===== src/rtl/instr_fetch_unit_if.sv =====
// Bundle of the PC-in, byte-memory and decode-side signals of the fetch stage.
// slave is the fetch unit's view; master is the view of whatever surrounds it.
interface instr_fetch_unit_if;
    logic [31:0] pc_in;
    logic        pc_valid;
    logic        pc_ready;
    logic        mem_req;
    logic [31:0] mem_addr;
    logic [7:0]  mem_rdata;
    logic        mem_ack;
    logic [31:0] instr;
    logic [31:0] instr_pc;
    logic        instr_valid;
    logic        instr_ready;
    logic        flush;
    logic        fetch_err;

    modport slave (
        input  pc_in, pc_valid, mem_rdata, mem_ack, instr_ready, flush,
        output pc_ready, mem_req, mem_addr, instr, instr_pc, instr_valid, fetch_err
    );

    modport master (
        output pc_in, pc_valid, mem_rdata, mem_ack, instr_ready, flush,
        input  pc_ready, mem_req, mem_addr, instr, instr_pc, instr_valid, fetch_err
    );
endinterface


===== src/rtl/instr_fetch_unit.sv =====
// Multi-cycle fetch: reads four bytes big-endian over a req/ack byte bus and
// hands the assembled word to decode over valid/ready, with flush and timeout.
module instr_fetch_unit #(
    parameter int unsigned TIMEOUT_CYCLES = 16
) (
    input  logic              clock,
    input  logic              reset_n,
    instr_fetch_unit_if.slave bus
);

    localparam logic [1:0] ST_IDLE  = 2'd0;
    localparam logic [1:0] ST_FETCH = 2'd1;
    localparam logic [1:0] ST_HOLD  = 2'd2;

    localparam int unsigned   TW         = (TIMEOUT_CYCLES > 1) ? $clog2(TIMEOUT_CYCLES) : 1;
    localparam bit            TIMEOUT_EN = (TIMEOUT_CYCLES != 0);
    localparam logic [TW-1:0] TCNT_LAST  = TIMEOUT_EN ? TW'(TIMEOUT_CYCLES - 1) : {TW{1'b0}};

    logic [1:0]    state_q, state_d;
    logic [1:0]    idx_q, idx_d;
    logic [TW-1:0] tcnt_q, tcnt_d;
    logic          mem_req_q, mem_req_d;
    logic [31:0]   mem_addr_q, mem_addr_d;
    logic [31:0]   instr_q, instr_d;
    logic [31:0]   instr_pc_q, instr_pc_d;
    logic          instr_valid_q, instr_valid_d;
    logic          fetch_err_q, fetch_err_d;

    logic pc_ready_s;
    logic accept_s;
    logic misalign_s;

    // Byte idx lands in the big-endian lane: idx 0 -> [31:24], idx 3 -> [7:0].
    function automatic logic [31:0] put_byte(input logic [31:0] word,
                                             input logic [1:0]  idx,
                                             input logic [7:0]  data);
        logic [31:0] res;
        res = word;
        case (idx)
            2'd0:    res[31:24] = data;
            2'd1:    res[23:16] = data;
            2'd2:    res[15:8]  = data;
            2'd3:    res[7:0]   = data;
            default: res        = word;
        endcase
        return res;
    endfunction

    // Acceptance handshake towards the PC logic.
    always_comb begin
        pc_ready_s = !bus.flush &&
                     ((state_q == ST_IDLE) || ((state_q == ST_HOLD) && bus.instr_ready));
        accept_s   = bus.pc_valid && pc_ready_s;
        misalign_s = (bus.pc_in[1:0] != 2'b00);
    end

    // Next-state logic: flush overrides everything, then per-state work, then accept.
    always_comb begin
        state_d       = state_q;
        idx_d         = idx_q;
        tcnt_d        = tcnt_q;
        mem_req_d     = mem_req_q;
        mem_addr_d    = mem_addr_q;
        instr_d       = instr_q;
        instr_pc_d    = instr_pc_q;
        instr_valid_d = instr_valid_q;
        fetch_err_d   = 1'b0;

        if (bus.flush) begin
            state_d       = ST_IDLE;
            mem_req_d     = 1'b0;
            instr_valid_d = 1'b0;
            idx_d         = 2'd0;
            tcnt_d        = {TW{1'b0}};
        end else begin
            case (state_q)
                ST_IDLE: begin
                    state_d = ST_IDLE;
                end
                ST_FETCH: begin
                    if (bus.mem_ack) begin
                        instr_d = put_byte(instr_q, idx_q, bus.mem_rdata);
                        tcnt_d  = {TW{1'b0}};
                        if (idx_q == 2'd3) begin
                            mem_req_d     = 1'b0;
                            instr_valid_d = 1'b1;
                            state_d       = ST_HOLD;
                        end else begin
                            idx_d      = idx_q + 2'd1;
                            mem_addr_d = mem_addr_q + 32'd1;
                        end
                    end else if (TIMEOUT_EN && (tcnt_q == TCNT_LAST)) begin
                        // Give up on a silent memory; the partial word is simply abandoned.
                        fetch_err_d = 1'b1;
                        mem_req_d   = 1'b0;
                        state_d     = ST_IDLE;
                        idx_d       = 2'd0;
                        tcnt_d      = {TW{1'b0}};
                    end else begin
                        tcnt_d = tcnt_q + TW'(1);
                    end
                end
                ST_HOLD: begin
                    if (bus.instr_ready) begin
                        instr_valid_d = 1'b0;
                        state_d       = ST_IDLE;
                    end else begin
                        state_d = ST_HOLD;
                    end
                end
                default: begin
                    state_d       = ST_IDLE;
                    mem_req_d     = 1'b0;
                    instr_valid_d = 1'b0;
                    idx_d         = 2'd0;
                    tcnt_d        = {TW{1'b0}};
                end
            endcase

            // Accept is only possible from IDLE or a draining HOLD, so it may override them.
            if (accept_s) begin
                if (misalign_s) begin
                    fetch_err_d = 1'b1;
                    state_d     = ST_IDLE;
                    mem_req_d   = 1'b0;
                end else begin
                    instr_pc_d = bus.pc_in;
                    mem_addr_d = bus.pc_in;
                    mem_req_d  = 1'b1;
                    idx_d      = 2'd0;
                    tcnt_d     = {TW{1'b0}};
                    state_d    = ST_FETCH;
                end
            end else begin
                fetch_err_d = fetch_err_d;
            end
        end
    end

    // State and registered outputs.
    always_ff @(posedge clock or negedge reset_n) begin
        if (!reset_n) begin
            state_q       <= ST_IDLE;
            idx_q         <= 2'd0;
            tcnt_q        <= {TW{1'b0}};
            mem_req_q     <= 1'b0;
            mem_addr_q    <= 32'd0;
            instr_q       <= 32'd0;
            instr_pc_q    <= 32'd0;
            instr_valid_q <= 1'b0;
            fetch_err_q   <= 1'b0;
        end else begin
            state_q       <= state_d;
            idx_q         <= idx_d;
            tcnt_q        <= tcnt_d;
            mem_req_q     <= mem_req_d;
            mem_addr_q    <= mem_addr_d;
            instr_q       <= instr_d;
            instr_pc_q    <= instr_pc_d;
            instr_valid_q <= instr_valid_d;
            fetch_err_q   <= fetch_err_d;
        end
    end

    assign bus.pc_ready    = pc_ready_s;
    assign bus.mem_req     = mem_req_q;
    assign bus.mem_addr    = mem_addr_q;
    assign bus.instr       = instr_q;
    assign bus.instr_pc    = instr_pc_q;
    assign bus.instr_valid = instr_valid_q;
    assign bus.fetch_err   = fetch_err_q;

endmodule


===== src/flat_wrapper.sv =====
// flat-port wrapper written by rule: the top's interface ports become plain ports
module instr_fetch_unit_flat 
#(
    parameter int unsigned TIMEOUT_CYCLES = 16
)
  (clock, reset_n, bus_pc_in, bus_pc_valid, bus_mem_rdata, bus_mem_ack, bus_instr_ready, bus_flush, bus_pc_ready, bus_mem_req, bus_mem_addr, bus_instr, bus_instr_pc, bus_instr_valid, bus_fetch_err);
  instr_fetch_unit_if bus_i ();
  input  logic clock;
  input  logic reset_n;
  input wire logic [$bits(bus_i.pc_in)-1:0] bus_pc_in;
  input wire logic [$bits(bus_i.pc_valid)-1:0] bus_pc_valid;
  input wire logic [$bits(bus_i.mem_rdata)-1:0] bus_mem_rdata;
  input wire logic [$bits(bus_i.mem_ack)-1:0] bus_mem_ack;
  input wire logic [$bits(bus_i.instr_ready)-1:0] bus_instr_ready;
  input wire logic [$bits(bus_i.flush)-1:0] bus_flush;
  output wire logic [$bits(bus_i.pc_ready)-1:0] bus_pc_ready;
  output wire logic [$bits(bus_i.mem_req)-1:0] bus_mem_req;
  output wire logic [$bits(bus_i.mem_addr)-1:0] bus_mem_addr;
  output wire logic [$bits(bus_i.instr)-1:0] bus_instr;
  output wire logic [$bits(bus_i.instr_pc)-1:0] bus_instr_pc;
  output wire logic [$bits(bus_i.instr_valid)-1:0] bus_instr_valid;
  output wire logic [$bits(bus_i.fetch_err)-1:0] bus_fetch_err;
  assign bus_i.pc_in = bus_pc_in;
  assign bus_i.pc_valid = bus_pc_valid;
  assign bus_i.mem_rdata = bus_mem_rdata;
  assign bus_i.mem_ack = bus_mem_ack;
  assign bus_i.instr_ready = bus_instr_ready;
  assign bus_i.flush = bus_flush;
  assign bus_pc_ready = bus_i.pc_ready;
  assign bus_mem_req = bus_i.mem_req;
  assign bus_mem_addr = bus_i.mem_addr;
  assign bus_instr = bus_i.instr;
  assign bus_instr_pc = bus_i.instr_pc;
  assign bus_instr_valid = bus_i.instr_valid;
  assign bus_fetch_err = bus_i.fetch_err;
  instr_fetch_unit #(.TIMEOUT_CYCLES(TIMEOUT_CYCLES)) u_core (.clock(clock), .reset_n(reset_n), .bus(bus_i));
endmodule

===== config.mk =====
export PLATFORM = sky130hd
export DESIGN_NAME = instr_fetch_unit_flat
export DESIGN_NICKNAME = d
export VERILOG_FILES = /design/src/rtl/instr_fetch_unit_if.sv /design/src/rtl/instr_fetch_unit.sv /design/src/flat_wrapper.sv
export SDC_FILE = /design/constraint.sdc
export NUM_CORES = 1
export LEC_CHECK = 0
export ABC_AREA = 1
export BUFFER_PORTS_ARGS = -buffer_cell sky130_fd_sc_hd__clkbuf_2
export CORE_ASPECT_RATIO = 1.2
export CORE_UTILIZATION = 48
export DETAILED_ROUTE_END_ITERATION = 8
export HOLD_SLACK_MARGIN = 0.06
export PLACE_DENSITY = 0.88
export SLEW_MARGIN = 20
export SYNTH_ARGS = -nofsm -noshare
export SYNTH_HDL_FRONTEND = slang
export SYNTH_SLANG_ARGS = --single-unit

===== constraint.sdc =====
create_clock -name clock -period 1.8 [get_ports clock]
set_input_delay 0.27 -clock clock [delete_from_list [all_inputs] [get_ports clock]]
set_output_delay 0.27 -clock clock [all_outputs]
set_load 0.01 [all_outputs]

After elaboration in Yosys (flattened, before gate mapping)
Cells that the tools add are included. W data, S select, Z words.

Bits in registers: 107. Input bits: 46. Output and inout bits: 100. Word-level logic and storage cells: 91.

$add $sub $neg: 3. Equal/unequal tests: 13. Multiplexer cells: 44. Bitwise logic cells: 2. Reductions and logical operators: 17.

Operator list (count): $mux W32 (5); $add A32 B1 Y32 const B (1); $mux W2 (12); $mux W4 (5); $reduce_and A4 Y1 (5); $mux W1 (17); $ne A5 B3 Y1 const B (2); $pmux W2 S2 (2); $pmux W4 S2 (1); $eq A2 B2 Y1 const B (3); $ne A3 B3 Y1 const B (2); $reduce_and A3 Y1 (2); $add A4 B1 Y4 const B (1); $eq A2 B1 Y1 const B (2); $eq A4 B4 Y1 const B (1); $logic_not A2 Y1 (2); $logic_and A1 B1 Y1 (3); $ne A3 B1 Y1 const B (1); $ne A3 B2 Y1 const B (1); $pmux W1 S3 (1); $add A2 B1 Y2 const B (1); $ne A2 B2 Y1 const B (1); $not A1 Y1 (2); $pmux W1 S2 (1); 5 further kinds (5).

Depth between registers and ports, before layout
Word-level depth: 7. Depth in mapped cells: 11. Gate-level depth less buffers: 11.

Least setup slack after synthesis
OpenSTA, ideal clock, no wires.

Path type: flip-flop to flip-flop. From: register u_core.state_q[0]. To: register u_core.instr_pc_q[25], in the netlist u_core.bus.instr_pc[25]. Setup time: 125 ps. Arrival: 1767 ps. Required time: 1675 ps. Slack: -92 ps. Cell stages (with the launch flop): 9. Buffers on the path: 1. Period minus slack after synthesis: 1892 ps. Path through: dfrtp_1 > inv_1 > ha_1 > nand2_2 > a21oi_4 > nand2_4 > nor2_8 > buf_4 > mux2_2.

Cells in the longest elaborated chain, start to end: 6. Elaborated cells between the ends (all ways): 7. Classes of those cells: 1 x eq/ne; 6 x reduce/logical.

Ends and longest elaborated chain: from (decl) (RTL line instr_fetch_unit.sv:19) `logic [1:0] state_q, state_d;`; from (signal assigned) (RTL line instr_fetch_unit.sv:153) `state_q <= state_d;`; $eq A2 B2 Y1 (RTL line instr_fetch_unit.sv:52) `((state_q == ST_IDLE) || ((state_q == ST_HOLD) && bus.instr_ready));`; $logic_and A1 B1 Y1 (RTL line instr_fetch_unit.sv:52); $logic_or A1 B1 Y1 * (RTL line instr_fetch_unit.sv:52); $logic_and A1 B1 Y1 * (RTL line instr_fetch_unit.sv:51) `pc_ready_s = !bus.flush &&`; net bus_pc_ready (RTL line flat_wrapper.sv:16) `output wire logic [$bits(bus_i.pc_ready)-1:0] bus_pc_ready;`; $logic_and A1 B1 Y1 * (RTL line instr_fetch_unit.sv:53) `accept_s = bus.pc_valid && pc_ready_s;`; $reduce_and A3 Y1 (no line) *; to (signal assigned) (RTL line instr_fetch_unit.sv:159) `instr_pc_q <= instr_pc_d;`; to (decl) (RTL line instr_fetch_unit.sv:25) `logic [31:0] instr_pc_q, instr_pc_d;`.

The timed path passes the listed nets; every way through them passes the cells marked *. A chain may end at the register's enable or synchronous reset.

Final worst setup path
From: register u_core.state_q[1]. To: register u_core.instr_pc_q[5], in the netlist u_core.bus.instr_pc[5].

Cells in the longest elaborated chain, start to end: 6. Elaborated cells between the ends (all ways): 7. Classes of those cells: 1 x eq/ne; 6 x reduce/logical.

Ends and longest elaborated chain (RTL line): $eq A2 B2 Y1 (instr_fetch_unit.sv:52); $logic_and A1 B1 Y1 (instr_fetch_unit.sv:52); $logic_or A1 B1 Y1 * (instr_fetch_unit.sv:52); $logic_and A1 B1 Y1 * (instr_fetch_unit.sv:51); $logic_and A1 B1 Y1 * (instr_fetch_unit.sv:53); $reduce_and A3 Y1 (no line) *.

Mark *: on every way between the ends. The rest lies on a longest branch, timed or not.

==> metrics.md <==
| Metric | Value |
|---|---|
| Avg WL per Cell | 16.0 um |
| Simple-gate share of the synthesized area | 0.250 |
| Achievable Freq | 541 MHz |
| Switching power as a share of total power | 0.324 |
| Number of buffers inserted during clock tree synthesis | 9 |
| Mean instance size in the synthesized netlist | 8.40 um^2 |
| Post-synthesis compound-gate area fraction | 0.120 |
| Clk_skew | 9.32 ps |
| Number of flip-flops and latches in the synthesized netlist | 107 |
| Worst setup path category | reg2reg |
| Worst hold path type | in2reg |
| Met1 Routed Length | 6.19 mm |
| Max cap viols | 0 |
| Standby leakage power | 3.79 nW |
| HPWL after detailed placement | 10.6 mm |
| Highest metal layer with signal wires | met4 |
| Footprint of the multi-input gates | 0.00271 mm^2 |
| Clock latency of the later-clocked register in the worst-skew pair | 350 ps |
| Final-layout fill cell count | 906 |
| Worst-path clk slew | 70 ps |
| Mux cell area share after synthesis | 0.0550 |
| Critical Path Source Type | flop |
| Max FO, Critical Path | 8 |
| Die Height | 120 um |
| DR WL met3 | 1.25 mm |
| Total congestion overflow | 0 |
| X dimension of the die | 99.9 um |
| Total number of yosys warnings | 0 |
| Unique masters post-synth | 39 |
| Slew of the pin with the lowest slew margin | 495 ps |
| CTS Root Buffer Type | clkbuf_16 |
| Number of buffer cells added on primary ports | 145 |
| Largest net degree at the start of global routing | 40 |
| Max-Slew Margin vs Limit | 0.670 |
| Portion of the post-synthesis area used by sequential elements | 0.485 |
| Cell count after synthesis | 658 |
| Post-layout net count | 890 |
| Clock net sink count | 107 |
| Worst vdd rail ir drop | 0.000464 V |
| Row cnt | 42 |
| Cell-internal power | 4.76 mW |
| Area delta synth->final | 34.5% |
| Die ar. | 0.0119 mm^2 |
| Crit path capture type | flop |
| P per Cell Area | 949 mW/mm^2 |
| Clk network pwr share | 0.305 |
| Final GP Congestion | 0.907 |
| Fraction of layout instances using a drive strength above 1 | 0.350 |
| First-pass iteration count of the detailed router | 5 |
| Crit path required time | 2030 ps |
| Share of async-settable or async-resettable flops after synthesis | 1.00 |
| Combinational Power Share | 0.257 |
| Initial antenna violation count | 0 |
| Residual antenna-violating net count after detailed routing | 0 |
| Psw | 2.29 mW |
| Total Neg Setup Slack | -879 ps |
| Total area of sequential cells | 0.00268 mm^2 |
| Net count of the mapped netlist | 710 |
| Clock buffer depth | 2 |
| Final Cycle Share | 1.03 |
| Global-route wire length before repair | 23.7 mm |
| Gr usage total | 0.254 |
| XOR/XNOR share of the synthesized area | 0.00476 |
| Final setup viols | 41 |
| Most common cell after layout, fill and taps aside | clkbuf_2 |
| Worst path arrival time | 2080 ps |
| Result of the run | finished with violations |
| Final max-slew violation count | 0 |
| EDFF count, synth | 0 |
| Violations in the final reports | negative setup slack |
| DRC violation count after routing | 0 |
| Post-synthesis instance area | 0.00552 mm^2 |
| Share of synthesized cell area in full adder, half adder and majority cells | 0.0136 |
| Detailed-route via count | 5383 |
| Number of endpoints with negative hold slack in the final report | 0 |
| Most common flop cell mapped by yosys | dfrtp_1 |
| Most used cells in the layout excluding fill and tap cells | 144 x clkbuf_2, 142 x nand2_1, 107 x dfrtp_1 |
| Vias per std cell | 5.40 |
| Ant. Diodes | 0 |
| Initial Utilization | 0.496 |
| Core area | 0.0111 mm^2 |
| Wire length on met2 | 7.98 mm |
| I/O Pins | 146 |
| Wire length reported by the detailed router | 16.0 mm |
| Setup repair after global routing missed its margin | yes |
| DRC marker count from the first detailed-route iteration | 310 |
| PnR worst setup slack | -48.9 ps |
| Vias in the first global route | 5055 |
| H-tree Lvls | 3 |
| CTS tree | built |
| Sequential power share | 0.438 |
| Post-layout minimum cycle time | 1850 ps |
| Main combinational cell family by area after synthesis | simple AND/OR/NAND/NOR gates |
| Hold slack | 148 ps |
-- metal layers --
| metal | up-vias | GRT usage |
|---|---|---|
| li1 | 2517 | - |
| met1 | 2533 | 0.304 |
| met2 | 282 | 0.444 |
| met3 | 51 | 0.0606 |
| met4 | 0 | 0.0846 |
| met5 | - | 0 |
-- final cells by class --
cell class,instances,area share
Multi-Input combinational cell,465,0.365
Clock buffer,11,0.0327
Tap cell,154,0.0259
Clock inverter,4,0.00994
Inverter,64,0.0323
Sequential cell,107,0.361
Timing Repair Buffer,191,0.174
-- critical path, cell delays in order (launching register included) --
cell and delay, ps:
dfrtp_1 400, inv_2 110, ha_4 150, inv_2 40, a21oi_4 170, nand2_4 90, nor2_8 140, buf_4 140
clkbuf_16 160, mux2_4 300
-- metrics by stage --
step           worst slack, ps  cell area [um^2]   util  power, mW  std cells
3_5_place_dp             -26.5              6630  0.595       4.72        964
2_1_floorplan            -24.6              5580      -       4.00        658
3_3_place_gp              14.7              6630  0.595       4.67        964
5_1_grt                  -91.9              7430  0.667       7.37        996
4_1_cts                  -31.6              7020  0.630       6.87        982
6_report                 -48.9              7430  0.667       7.05        996
-- sequential cells by signal, summed over array words and instances (netlist names) --
signal                  flops
u_core.state_q              2
u_core.bus.instr_pc        32
u_core.idx_q                2
u_core.bus.instr           32
u_core.bus.mem_req          1
u_core.bus.fetch_err        1
u_core.bus.mem_addr        32
u_core.bus.instr_valid      1
u_core.tcnt_q               4
-- cells in the mapped netlist, types with 6 or more instances --
cell type | number | area, um^2
a21oi_1 | 58 | 290
a21oi_2 | 6 | 52.6
buf_6 | 6 | 67.6
clkbuf_1 | 8 | 30.0
dfrtp_1 | 107 | 2680
ha_1 | 6 | 75.1
inv_1 | 62 | 233
mux2_2 | 27 | 304
nand2_1 | 145 | 544
nand3_1 | 62 | 310
nor2_1 | 81 | 304
o21ai_0 | 35 | 175
-- path summary, 6_finish.rpt --
kind / startpoint / end / slack (ps) / cells past startpoint
min reg2reg: u_core.bus.instr_pc[0] / u_core.bus.instr_pc[0] / 470 / 2
max in group asynchronous: reset_n / u_core.bus.instr_pc[2] / 820 / 3
max reg2reg: u_core.state_q[1] / u_core.bus.instr_pc[5] / -50 / 9
min: bus_pc_in[4] / u_core.bus.instr_pc[4] / 150 / 3
min in group asynchronous: reset_n / u_core.bus.mem_addr[7] / 410 / 2
max: u_core.state_q[1] / u_core.bus.instr_pc[5] / -50 / 9
-- timing repair --
action,in CTS,in global routing
setup buffers,0,11
hold endpoints to repair,26,0
endpoints found under the setup margin,37,58
cloned,2,3
pin swaps,3,28
hold buffers,1,0
gates resized for setup,2,67
-- power by group through the flow --
stage	logic, mW	registers (mW)	clock network (mW)
after CTS	1.64	3.07	2.16
final	1.81	3.09	2.15
after detailed placement	1.62	3.11	0
after floorplan	0.805	3.20	0
after global routing	2.00	3.12	2.24
after global placement	1.57	3.09	0
-- cell families after synthesis --
family / count (synthesis)
and+or+nand+nor: 313
AOI/OAI and AO/OA: 116
DFF: 107
buffers and inverters: 86
muxes: 27
adders and majority gates: 6
xor gates and xnor gates: 3
Note: power is estimated with default switching activity, not from simulation.
